<file path="config.mk">
export PLATFORM = sky130hd
export DESIGN_NAME = dest_reg_tracker
export DESIGN_NICKNAME = d
export VERILOG_FILES = /design/src/rtl/dest_reg_tracker.sv
export SDC_FILE = /design/constraint.sdc
export NUM_CORES = 1
export LEC_CHECK = 0
export CAP_MARGIN = 10
export CELL_PAD_IN_SITES_DETAIL_PLACEMENT = 1
export CELL_PAD_IN_SITES_GLOBAL_PLACEMENT = 1
export CORE_MARGIN = 3
export CORE_UTILIZATION = 28
export CTS_CLUSTER_DIAMETER = 100
export DETAILED_ROUTE_END_ITERATION = 8
export MAX_ROUTING_LAYER = met4
export PLACE_DENSITY = 0.86
export SYNTH_ARGS = -nofsm -noshare
export SYNTH_HDL_FRONTEND = slang
export SYNTH_SLANG_ARGS = --single-unit
</file>
<file path="constraint.sdc">
create_clock -name clk -period 2.3 [get_ports clk]
set_clock_uncertainty 0.2 [all_clocks]
set_input_delay 0.46 -clock clk [delete_from_list [all_inputs] [get_ports clk]]
set_output_delay 0.46 -clock clk [all_outputs]
set_load 0.05 [all_outputs]
</file>
<file path="src/rtl/dest_reg_tracker.sv">
// Decodes the ID instruction's destination register and carries its tag through
// IDEX, EXMEM, MEMWB and a post-writeback slot; stall/flush insert bubbles at the front only.
module dest_reg_tracker #(
  parameter int REG_W     = 3,
  parameter int INSTR_W   = 16,
  parameter int MAX_STALL = 4
) (
  input  logic               clk,
  input  logic               rst,
  input  logic [INSTR_W-1:0] instruction,
  input  logic               instrValid,
  input  logic               Stall,
  input  logic               flush,
  output logic [REG_W-1:0]   rd,
  output logic               rdValid,
  output logic [REG_W-1:0]   rdIDEX,
  output logic [REG_W-1:0]   rdEXMEM,
  output logic [REG_W-1:0]   rdMEMWB,
  output logic [REG_W-1:0]   rdStall,
  output logic               vIDEX,
  output logic               vEXMEM,
  output logic               vMEMWB,
  output logic               vStall,
  output logic [7:0]         stallCount,
  output logic               stallTimeout
);

  typedef struct packed {
    logic             v;
    logic [REG_W-1:0] tag;
  } tag_t;

  localparam tag_t       BUBBLE      = '0;
  localparam logic [7:0] MAX_STALL_C = 8'(MAX_STALL);

  logic [4:0]       opcode;
  logic [REG_W-1:0] dec_rd;
  logic             dec_wr;
  logic             unused_instr;

  tag_t       idex_q, idex_d;
  tag_t       exmem_q, exmem_d;
  tag_t       memwb_q, memwb_d;
  tag_t       stall_q, stall_d;
  logic [7:0] cnt_q, cnt_d;
  logic       timeout_q, timeout_d;

  assign opcode       = instruction[15:11];
  assign unused_instr = ^instruction;

  always_comb begin
    dec_rd = '0;
    dec_wr = 1'b1;
    case (opcode)
      5'b11011, 5'b11010, 5'b11100, 5'b11101,
      5'b11110, 5'b11111, 5'b11001:
        dec_rd = REG_W'(instruction[4:2]);
      5'b01000, 5'b01001, 5'b01010, 5'b01011,
      5'b10100, 5'b10101, 5'b10110, 5'b10111, 5'b10001:
        dec_rd = REG_W'(instruction[7:5]);
      5'b10011, 5'b11000, 5'b10010:
        dec_rd = REG_W'(instruction[10:8]);
      5'b00110, 5'b00111:
        dec_rd = {REG_W{1'b1}};
      default:
        dec_wr = 1'b0;
    endcase
  end

  assign rdValid = instrValid & dec_wr;
  assign rd      = rdValid ? dec_rd : '0;

  // Older stages always advance; flush additionally kills the instruction leaving IDEX.
  always_comb begin
    idex_d  = (flush || Stall) ? BUBBLE : tag_t'{v: rdValid, tag: rd};
    exmem_d = flush ? BUBBLE : idex_q;
    memwb_d = exmem_q;
    stall_d = memwb_q;
    if (Stall && !flush)
      cnt_d = (cnt_q == 8'hFF) ? cnt_q : cnt_q + 8'd1;
    else
      cnt_d = 8'd0;
    timeout_d = (cnt_q > MAX_STALL_C);
  end

  always_ff @(posedge clk) begin
    if (rst) begin
      idex_q    <= BUBBLE;
      exmem_q   <= BUBBLE;
      memwb_q   <= BUBBLE;
      stall_q   <= BUBBLE;
      cnt_q     <= 8'd0;
      timeout_q <= 1'b0;
    end else begin
      idex_q    <= idex_d;
      exmem_q   <= exmem_d;
      memwb_q   <= memwb_d;
      stall_q   <= stall_d;
      cnt_q     <= cnt_d;
      timeout_q <= timeout_d;
    end
  end

  assign rdIDEX       = idex_q.tag;
  assign rdEXMEM      = exmem_q.tag;
  assign rdMEMWB      = memwb_q.tag;
  assign rdStall      = stall_q.tag;
  assign vIDEX        = idex_q.v;
  assign vEXMEM       = exmem_q.v;
  assign vMEMWB       = memwb_q.v;
  assign vStall       = stall_q.v;
  assign stallCount   = cnt_q;
  assign stallTimeout = timeout_q;

endmodule

</file>
==> results of run 1 <==
[critical path: stages]
cell	delay, ns
buf_8	0.10
or3b_4	0.40
a211oi_4	0.28
a222oi_1	0.16
buf_4	0.17
a21oi_4	0.15
buf_12	0.15
[cell usage in the layout, fill, tap and decap left out, types with 3 or more instances in the layout]
cell and n:
clkdlybuf4s50_1 33, buf_4 26, dfxtp_1 25, nor2_1 12
nor2b_1 8, a21oi_1 7, inv_1 6, nand2_1 5
nor3_1 5, buf_6 5, and2_1 4, a31o_1 3
a222oi_1 3, o21ai_0 3, nand3_1 3, clkbuf_8 3
dlymetal6s2s_1 3, buf_12 3
[where the power goes]
group / internal, mW / switching [mW]
Combinational: 0.104 / 0.0928
Clock: 0.123 / 0.145
Sequential: 0.435 / 0.00197
Total: 0.663 / 0.240
[final timing paths]
| kind | from | endpoint | slack [ns] | cells after the start |
|---|---|---|---|---|
| max | instruction[12] | rd[1] | -0.22 | 7 |
| min | rdMEMWB[2]$_SDFF_PP0_ | rdStall[2]$_SDFF_PP0_ | 0.27 | 1 |
| max reg2reg | stallCount[1]$_SDFFE_PP0P_ | stallCount[1]$_SDFFE_PP0P_ | 0.50 | 5 |
| min reg2reg | rdMEMWB[2]$_SDFF_PP0_ | rdStall[2]$_SDFF_PP0_ | 0.27 | 1 |
[layout make-up]
class                   count  area (µm²)
fillers                   398        1580
multi-input cells          83         574
repair buffers             73         704
clock inverters             1        7.51
flip-flops and latches     25         500
inverters                   7        26.3
well taps                  46        57.6
clock buffers               3        41.3
[per-stage QoR]
step | utilization | area, µm² | setup TNS [ns] | instances
after floorplan | - | 1080 | -0.342 | 119
after global placement | 0.494 | 1730 | -1.85 | 224
after detailed placement | 0.494 | 1730 | -2.62 | 224
after CTS | 0.525 | 1840 | -0.713 | 233
after global routing | 0.547 | 1910 | -0.674 | 238
final | 0.547 | 1910 | -0.498 | 238
[cell families after synthesis]
group / Yosys count / share of synthesized area
multiplexers: 2 / 0.0189
flip-flops: 25 / 0.472
adder cells (fa/ha/maj): 2 / 0.0236
AO/OA/AOI/OAI: 30 / 0.192
AND/OR/NAND/NOR: 47 / 0.231
XOR/XNOR: 2 / 0.0165
buffers and inverters: 11 / 0.0449
[synth_stat cells, types with 3 or more instances]
cell | n | area (µm²)
a21oi_1 | 10 | 50.1
a222oi_1 | 3 | 30.0
a31o_1 | 3 | 26.3
and2_1 | 4 | 25.0
dfxtp_1 | 25 | 500
inv_1 | 7 | 26.3
nand2_1 | 5 | 18.8
nand3_1 | 3 | 15.0
nor2_1 | 12 | 45.0
nor2b_1 | 8 | 50.1
nor3_1 | 6 | 30.0
o21ai_0 | 5 | 25.0
[layer usage]
| layer | part of all wire | global-route usage | wire [µm] |
|---|---|---|---|
| met1 | 0.37 | 0.164 | 1360 |
| met2 | 0.53 | 0.293 | 1940 |
| met5 | 0 | - | 0 |
| met3 | 0.058 | 0.0233 | 212 |
| met4 | 0.034 | 0.106 | 122 |
[sequential cells by signal (all words and copies together), names as in the netlist]
name,count
rdStall,3
vStall,1
rdEXMEM,3
rdIDEX,3
vIDEX,1
vMEMWB,1
stallCount,8
rdMEMWB,3
vEXMEM,1
stallTimeout,1
[timing repair]
item	4_1_cts	5_1_grt
pin swaps	9	9
setup endpoints to repair	4	6
resized for setup	25	16
buffers inserted	6	6
==> run_results.csv, run 1 <==
group,metric,value,unit
clock_network,clockRootBuffer,"clkbuf_8",
run_status,violations,"setup timing",
floorplanning,die_y,67.5,µm
layout,layout.nets,216,
sta,hold_viol_final,0,
setup_path,cp.arrival,1.86,ns
logic_synthesis,yosysSeqAreaShare,0.472,
clock_network,cts-hold-fix-buffers,0,
power,ir_worst_vdd,188,µV
global_routing,globalRouteTotalUtil,0.164,
clock_network,htree_levels,1,
power,p_leak,0.781,nW
detailed_routing,via_per_inst,5.03,
power,power_density,472,nW/µm²
logic_synthesis,syn_nets,142,
sta,fin_ws,-0.221,ns
power,power.total,0.902,mW
logic_synthesis,syn_inst,119,
logic_synthesis,synthDistinctLibCells,32,
logic_synthesis,synthArstFlopShare,0,
clock_network,cts_tree,"yes",
place,dp_hpwl,2580,µm
clock_network,cts_buffers,3,
sta,max_slew.worst_pin.slew,0.532,ns
setup_path,crit_fanout,3,
floorplanning,initial_utilization,0.303,
layout,synthToLayoutAreaGrowth,80.4,%
setup_path,crit_required,1.64,ns
detailed_routing,drtIter0Drc,91,
logic_synthesis,ys_ff_latch,25,
sta,rsz0062_at_grt,"true",
floorplanning,boundaryPins,50,
logic_synthesis,syn_avg_cell_area,8.91,µm²
clock_network,clkLatencyLatePin,0.28,ns
place,pre_cts_ws,-0.655,ns
logic_synthesis,synth_edf_count,0,
setup_path,end_kind,"output pin",
global_routing,grt_antenna_before_repair,0,
global_routing,grt_pass1_vias,1193,
detailed_routing,routed_wl,3630,µm
hold_path,hold_class,"register to register",
floorplanning,dieArea,4560,µm²
logic_synthesis,yosysWarnings,0,
detailed_routing,dr.pass1.iters,4,
sta,fin_crit,2.52,ns
detailed_routing,ant_nets,0,
place,portBuffers,47,
layout,diodes,0,
sta,whs,0.267,ns
setup_path,critical_path_class,"input pin to output pin",
clock_network,path_clk_slew,0.09,ns
sta,fmax,397,MHz
floorplanning,coreArea,3490,µm²
logic_synthesis,synth_flop_cell,"dfxtp_1",
flow_run,cap_violations,0,
floorplanning,fp.dieW,67.5,µm
detailed_routing,wl_per_cell,15.3,µm
detailed_routing,route.detailed.drc,0,
global_routing,gr-total-overflow,0,
setup_path,start_kind,"input pin",
sta,period_share,1.10,
clock_network,clkSinkCount,25,
global_routing,grt_max_degree,16,
detailed_routing,vias,1196,
layout,drive_above_1_share,0.266,
sta,slew-limit-headroom,0.645,
sta,maxSlewViolCount,0,
logic_synthesis,synth_area,1060,µm²
place,routabilityCongestion,0.881,
clock_network,clockBufferDepth,2,
sta,setup_viol,3,
floorplanning,row_count,21,
run_status,run_status,"finished, violations left",
global_routing,grt_pass1_wl,5450,µm
Note: power is estimated with default switching activity, not from simulation.
==> inputs of run 2 (changes only) <==
--- a/config.mk
+++ b/config.mk
@@ -8,6 +8,7 @@
 export CAP_MARGIN = 10
 export CELL_PAD_IN_SITES_DETAIL_PLACEMENT = 1
 export CELL_PAD_IN_SITES_GLOBAL_PLACEMENT = 1
+export CORE_ASPECT_RATIO = 1.4
 export CORE_MARGIN = 3
 export CORE_UTILIZATION = 28
 export CTS_CLUSTER_DIAMETER = 100
==> run 2 against run 1 <==
Wire length shrank 3.7%. Sequential power hardly changed. The flow still finishes with violations (setup timing). Combinational power fell by 3%. Critical path depth did not move. Sequential share of layout area is 0.61 points higher. Utilization decreased by 1.4 points. Non-clock buffer count fell by 3.
==> run_results.csv, run 2 (synthesis gave the netlist of run 1 again) <==
group,metric,value,unit
run_status,run_status,"finished, violations left",
setup_path,crit_required,1.64,ns
detailed_routing,dr.pass1.iters,4,
sta,tns,-0.537,ns
layout,multi_input_area,562,µm²
layout,mostFrequentLayoutCells,"35 x clkdlybuf4s50_1, 25 x dfxtp_1, 24 x buf_4",
layout,stdcell_count,229,
layout,layout_commonest_cell,"clkdlybuf4s50_1",
clock_network,clockRootBuffer,"clkbuf_8",
setup_path,cp.arrival,1.86,ns
detailed_routing,routed_wl,3500,µm
setup_path,endpoint,"rd[0]",
setup_path,start_kind,"input pin",
clock_network,clkSinkCount,25,
layout,layout.nets,213,
sta,maxSlewViolCount,0,
layout,final_area,1870,µm²
sta,fmax,398,MHz
power,p_leak,0.729,nW
global_routing,grt_pass1_vias,1191,
detailed_routing,drtIter0Drc,35,
global_routing,grt_max_degree,16,
floorplanning,boundaryPins,50,
global_routing,grt_pass1_wl,5400,µm
setup_path,end_kind,"output pin",
floorplanning,initial_utilization,0.302,
floorplanning,fp.dieW,58.0,µm
global_routing,gr-total-overflow,0,
setup_path,critPathLaunch,"instruction[12]",
clock_network,cts_buffers,3,
setup_path,crit_fanout,4,
sta,rsz0062_at_grt,"true",
clock_network,clockBufferDepth,2,
layout,drive_above_1_share,0.249,
global_routing,grt_antenna_before_repair,0,
global_routing,globalRouteTotalUtil,0.156,
floorplanning,die_y,78.8,µm
place,dp_cells,216,
place,portBuffers,47,
flow_run,cap_violations,0,
detailed_routing,vias,1165,
layout,ff_latch_area,500,µm²
sta,max_slew.worst_pin.slew,0.537,ns
sta,period_share,1.09,
sta,fin_ws,-0.215,ns
layout,largest_register_ffs,8,
clock_network,htree_levels,1,
detailed_routing,ant_nets,0,
floorplanning,dieArea,4570,µm²
setup_path,critical_path_class,"input pin to output pin",
layout,num-fill-cells,426,
detailed_routing,via_per_inst,5.09,
layout,diodes,0,
sta,hold_viol_final,0,
floorplanning,coreArea,3500,µm²
power,ir_worst_vdd,351,µV
place,dp_hpwl,2490,µm
setup_path,r2r_cells,5,
place,routabilityCongestion,0.878,
run_status,violations,"setup timing",
place,placed_cell_area,1710,µm²
setup_path,reg2reg_slack,0.54,ns
power,power_density,477,nW/µm²
detailed_routing,wl_per_cell,15.3,µm
floorplanning,row_count,25,
setup_path,timing.rr.end,"stallCount[1]$_SDFFE_PP0P_",
layout,synthToLayoutAreaGrowth,76.3,%
clock_network,clkLatencyLatePin,0.27,ns
setup_path,r2r_start,"stallCount[1]$_SDFFE_PP0P_",
clock_network,cts_tree,"yes",
clock_network,path_clk_slew,0.09,ns
sta,fin_crit,2.52,ns
hold_path,hold_class,"register to register",
sta,setup_viol,3,
sta,slew-limit-headroom,0.641,
detailed_routing,route.detailed.drc,0,
## run 2: cell count changes in the layout (fill, tap and decap cells not counted)
cell and delta:
clkdlybuf4s50_1 +2, nor3_1 +1, dlymetal6s2s_1 -2, buf_2 +1
nor3_2 -1, a21oi_2 +1, a21oi_4 -1, buf_8 +2
clkbuf_2 -1, buf_4 -2, buf_6 -3
## run 2: power breakdown
part / leakage, nW / internal [mW] / switching, mW
sequential: 0.202 / 0.435 / 0.00185
combinational: 0.505 / 0.101 / 0.0914
clock: 0.0217 / 0.123 / 0.139
## run 2: how the worst min path moves through the flow
| stage | to | slack [ns] | start | cells past startpoint |
|---|---|---|---|---|
| final | rdEXMEM[0]$_SDFF_PP0_ | 0.26 | rdIDEX[0]$_SDFF_PP0_ | 1 |
| after global routing | rdMEMWB[0]$_SDFF_PP0_ | 0.29 | rdEXMEM[0]$_SDFF_PP0_ | 1 |
| after CTS | rdEXMEM[1]$_SDFF_PP0_ | 0.28 | rdIDEX[1]$_SDFF_PP0_ | 1 |
| after detailed placement | rdEXMEM[0]$_SDFF_PP0_ | 0.25 | rdIDEX[0]$_SDFF_PP0_ | 1 |
| after global placement | rdEXMEM[2]$_SDFF_PP0_ | 0.24 | rdIDEX[2]$_SDFF_PP0_ | 1 |
| after floorplan | vIDEX$_SDFF_PP0_ | 0.48 | instruction[12] | 2 |
## run 2: cell type report
type | instances | share of cell area
timing repair buffer | 70 | 0.364
clock inverter | 1 | 0.00402
inverter | 7 | 0.0141
tap | 40 | 0.0268
clock buffer | 3 | 0.0221
sequential | 25 | 0.268
multi-input combinational | 83 | 0.301
## run 2: worst max-delay path: stages
cell and delay [ns]:
buf_8 0.10, or3b_4 0.41, a211oi_4 0.27, a222oi_1 0.15
buf_4 0.17, a21oi_4 0.14, buf_12 0.15
## run 2: layer usage
layer	track usage	vias to the layer above	routed length (µm)
met2	0.295	49	1920
li1	-	558	-
met5	-	-	0
met3	0.0309	8	271
met4	0.0603	0	84
met1	0.152	550	1220
## run 2: repair_timing
action / CTS / global route
endpoints found under the setup margin: 4 / 4
gates resized for setup: 30 / 10
hold buffers: 0 / 0
pin swaps: 6 / 8
buffers inserted: 6 / 4
## run 2: per-stage QoR
step	power [mW]	worst slack (ns)	hold WS (ns)	util
2_1_floorplan	0.518	-0.123	0.475	-
3_3_place_gp	0.602	-0.514	0.240	0.487
3_5_place_dp	0.607	-0.623	0.252	0.487
4_1_cts	0.886	-0.267	0.276	0.523
5_1_grt	0.926	-0.289	0.288	0.533
6_report	0.890	-0.215	0.261	0.533
==> inputs of run 3 (changes only) <==
==> constraint.sdc (replaced) <==
create_clock -name clk -period 2.74 [get_ports clk]
set_clock_uncertainty 0.2 [all_clocks]
set_input_delay 0.548 -clock clk [delete_from_list [all_inputs] [get_ports clk]]
set_output_delay 0.548 -clock clk [all_outputs]
set_load 0.05 [all_outputs]
==> run 3 against run 2 <==
Die area unchanged. Non-clock buffer count fell by 1. Clock power fell by 14%. Sequential share of layout area grew 0.24 points. Flip-flop and latch count stayed put. Global-route usage increased by 1.4 points. Setup slack improved by 0.25 ns. Power shrank 16%. Wire length grew 1.5%. Register-to-register slack improved by 0.38 ns. The flow now finishes without violations.
==> run_results.csv, run 3 (synthesis gave the netlist of run 1 again) <==
group,metric,value,unit
run_status,run_status,"complete, no violations",
setup_path,reg2reg_slack,0.92,ns
detailed_routing,wl_per_cell,15.6,µm
layout,layout.nets,212,
detailed_routing,routed_wl,3550,µm
setup_path,crit_fanout,5,
floorplanning,row_count,25,
setup_path,cp.arrival,1.95,ns
sta,fin_ws,0.0372,ns
clock_network,cts_buffers,3,
sta,maxSlewViolCount,0,
global_routing,grt_max_degree,16,
layout,layout_commonest_cell,"clkdlybuf4s50_1",
global_routing,grt_pass1_wl,5890,µm
layout,drive_above_1_share,0.223,
clock_network,path_clk_slew,0.09,ns
detailed_routing,vias,1155,
floorplanning,fp.dieW,58.0,µm
power,power.total,0.749,mW
flow_run,cap_violations,0,
sta,fin_crit,2.70,ns
sta,period_share,0.986,
floorplanning,die_y,78.8,µm
floorplanning,boundaryPins,50,
floorplanning,coreArea,3500,µm²
setup_path,path_buf_inv,3,
global_routing,globalRouteTotalUtil,0.170,
setup_path,critPathMaxStageDelay,0.40,ns
floorplanning,initial_utilization,0.302,
detailed_routing,drtIter0Drc,39,
hold_path,holdPathStages,1,
floorplanning,dieArea,4570,µm²
setup_path,crit_family,"compound AO/OA/AOI/OAI gates",
layout,final_area,1850,µm²
setup_path,path_cells,"buf_6 > or3b_4 > a211oi_4 > a222oi_1 > buf_4 > a21oi_4 > buf_12",
clock_network,clockBufferDepth,2,
setup_path,critical_path_class,"input pin to output pin",
layout,synthToLayoutAreaGrowth,74.7,%
sta,slew-limit-headroom,0.648,
global_routing,grt_pass1_vias,1267,
place,routabilityCongestion,0.800,
hold_path,min_from,"rdIDEX[0]$_SDFF_PP0_",
place,dp_hpwl,2740,µm
layout,diodes,0,
clock_network,cts-hold-fix-buffers,0,
sta,hold_viol_final,0,
clock_network,cts_tree,"yes",
sta,max_slew.worst_pin.slew,0.526,ns
power,p_leak,0.708,nW
clock_network,clockRootBuffer,"clkbuf_8",
setup_path,r2r_cells,5,
detailed_routing,dr.pass1.iters,5,
detailed_routing,route.detailed.drc,0,
power,ir_worst_vdd,286,µV
layout,mostFrequentLayoutCells,"38 x clkdlybuf4s50_1, 25 x dfxtp_1, 20 x buf_4",
clock_network,clkSinkCount,25,
layout,largest_register_ffs,8,
sta,fmax,370,MHz
place,placed_cell_area,1750,µm²
detailed_routing,ant_nets,0,
setup_path,end_kind,"output pin",
place,portBuffers,47,
clock_network,clkLatencyLatePin,0.27,ns
setup_path,start_kind,"input pin",
place,pre_cts_ws,-0.343,ns
global_routing,grt_antenna_before_repair,0,
hold_path,worstHoldEndpoint,"rdEXMEM[0]$_SDFF_PP0_",
sta,rsz0062_at_grt,"true",
sta,setup_viol,0,
setup_path,crit_required,1.99,ns
clock_network,htree_levels,1,
layout,fin_util,0.529,
setup_path,r2r_start,"stallCount[1]$_SDFFE_PP0P_",
power,power_density,404,nW/µm²
setup_path,timing.rr.end,"stallCount[1]$_SDFFE_PP0P_",
global_routing,gr-total-overflow,0,
hold_path,hold_class,"register to register",
detailed_routing,via_per_inst,5.07,
sta,tns,0,ns
setup_path,critical_path.slowest_cell,"or3b_4",
[run 3: cell types whose count changed in the layout (fill, tap and decap cells not counted), moves of 2 or more]
cell / previous run / this run
o21ai_1: 2 / 0
buf_4: 24 / 20
buf_6: 2 / 4
buf_8: 3 / 0
clkdlybuf4s50_1: 35 / 38
o21ai_0: 3 / 5
[run 3: stage by stage]
| step | hold slack, ns | std cells |
|---|---|---|
| 3_3_place_gp | 0.238 | 220 |
| 6_report | 0.270 | 228 |
| 2_1_floorplan | 0.506 | 119 |
| 5_1_grt | 0.289 | 228 |
| 4_1_cts | 0.268 | 227 |
| 3_5_place_dp | 0.250 | 220 |
[run 3: worst max path at each step]
stage,endpoint,from,slack (ns),cells past startpoint
after floorplan,rd[0],instruction[14],0.14,5
after global placement,rd[1],instruction[14],-0.25,7
after detailed placement,rd[1],instruction[14],-0.34,7
after CTS,rd[1],instruction[13],0.01,7
after global routing,rd[0],instruction[14],-0.03,8
final,rd[0],instruction[12],0.04,7
[run 3: timing repair]
| action | 4_1_cts | 5_1_grt |
|---|---|---|
| resized for setup | 22 | 8 |
| pin swaps | 6 | 4 |
| buffers inserted | 4 | 1 |
| endpoints found under the setup margin | 4 | 3 |
[run 3: cell type report]
cell class	instances	area (µm²)
Sequential cell	25	500
Inverter	7	26.3
Clock buffer	3	41.3
Tap cell	40	50.0
Timing Repair Buffer	69	676
Multi-Input combinational cell	83	551
Clock inverter	1	7.51
Fill cell	426	1650
[run 3: power by group]
part	leakage, nW	switching, mW	internal, mW
sequential	0.202	0.00194	0.365
combinational	0.485	0.0731	0.0827
clock	0.0217	0.123	0.103
[run 3: layer usage]
layer  vias to the layer above  routed length, µm  global-route usage
li1                        557                  -                   -
met1                       534               1260               0.164
met2                        56               1940               0.322
met3                         8                254              0.0276
met4                         0                 99              0.0742
met5                         -                  0                   -
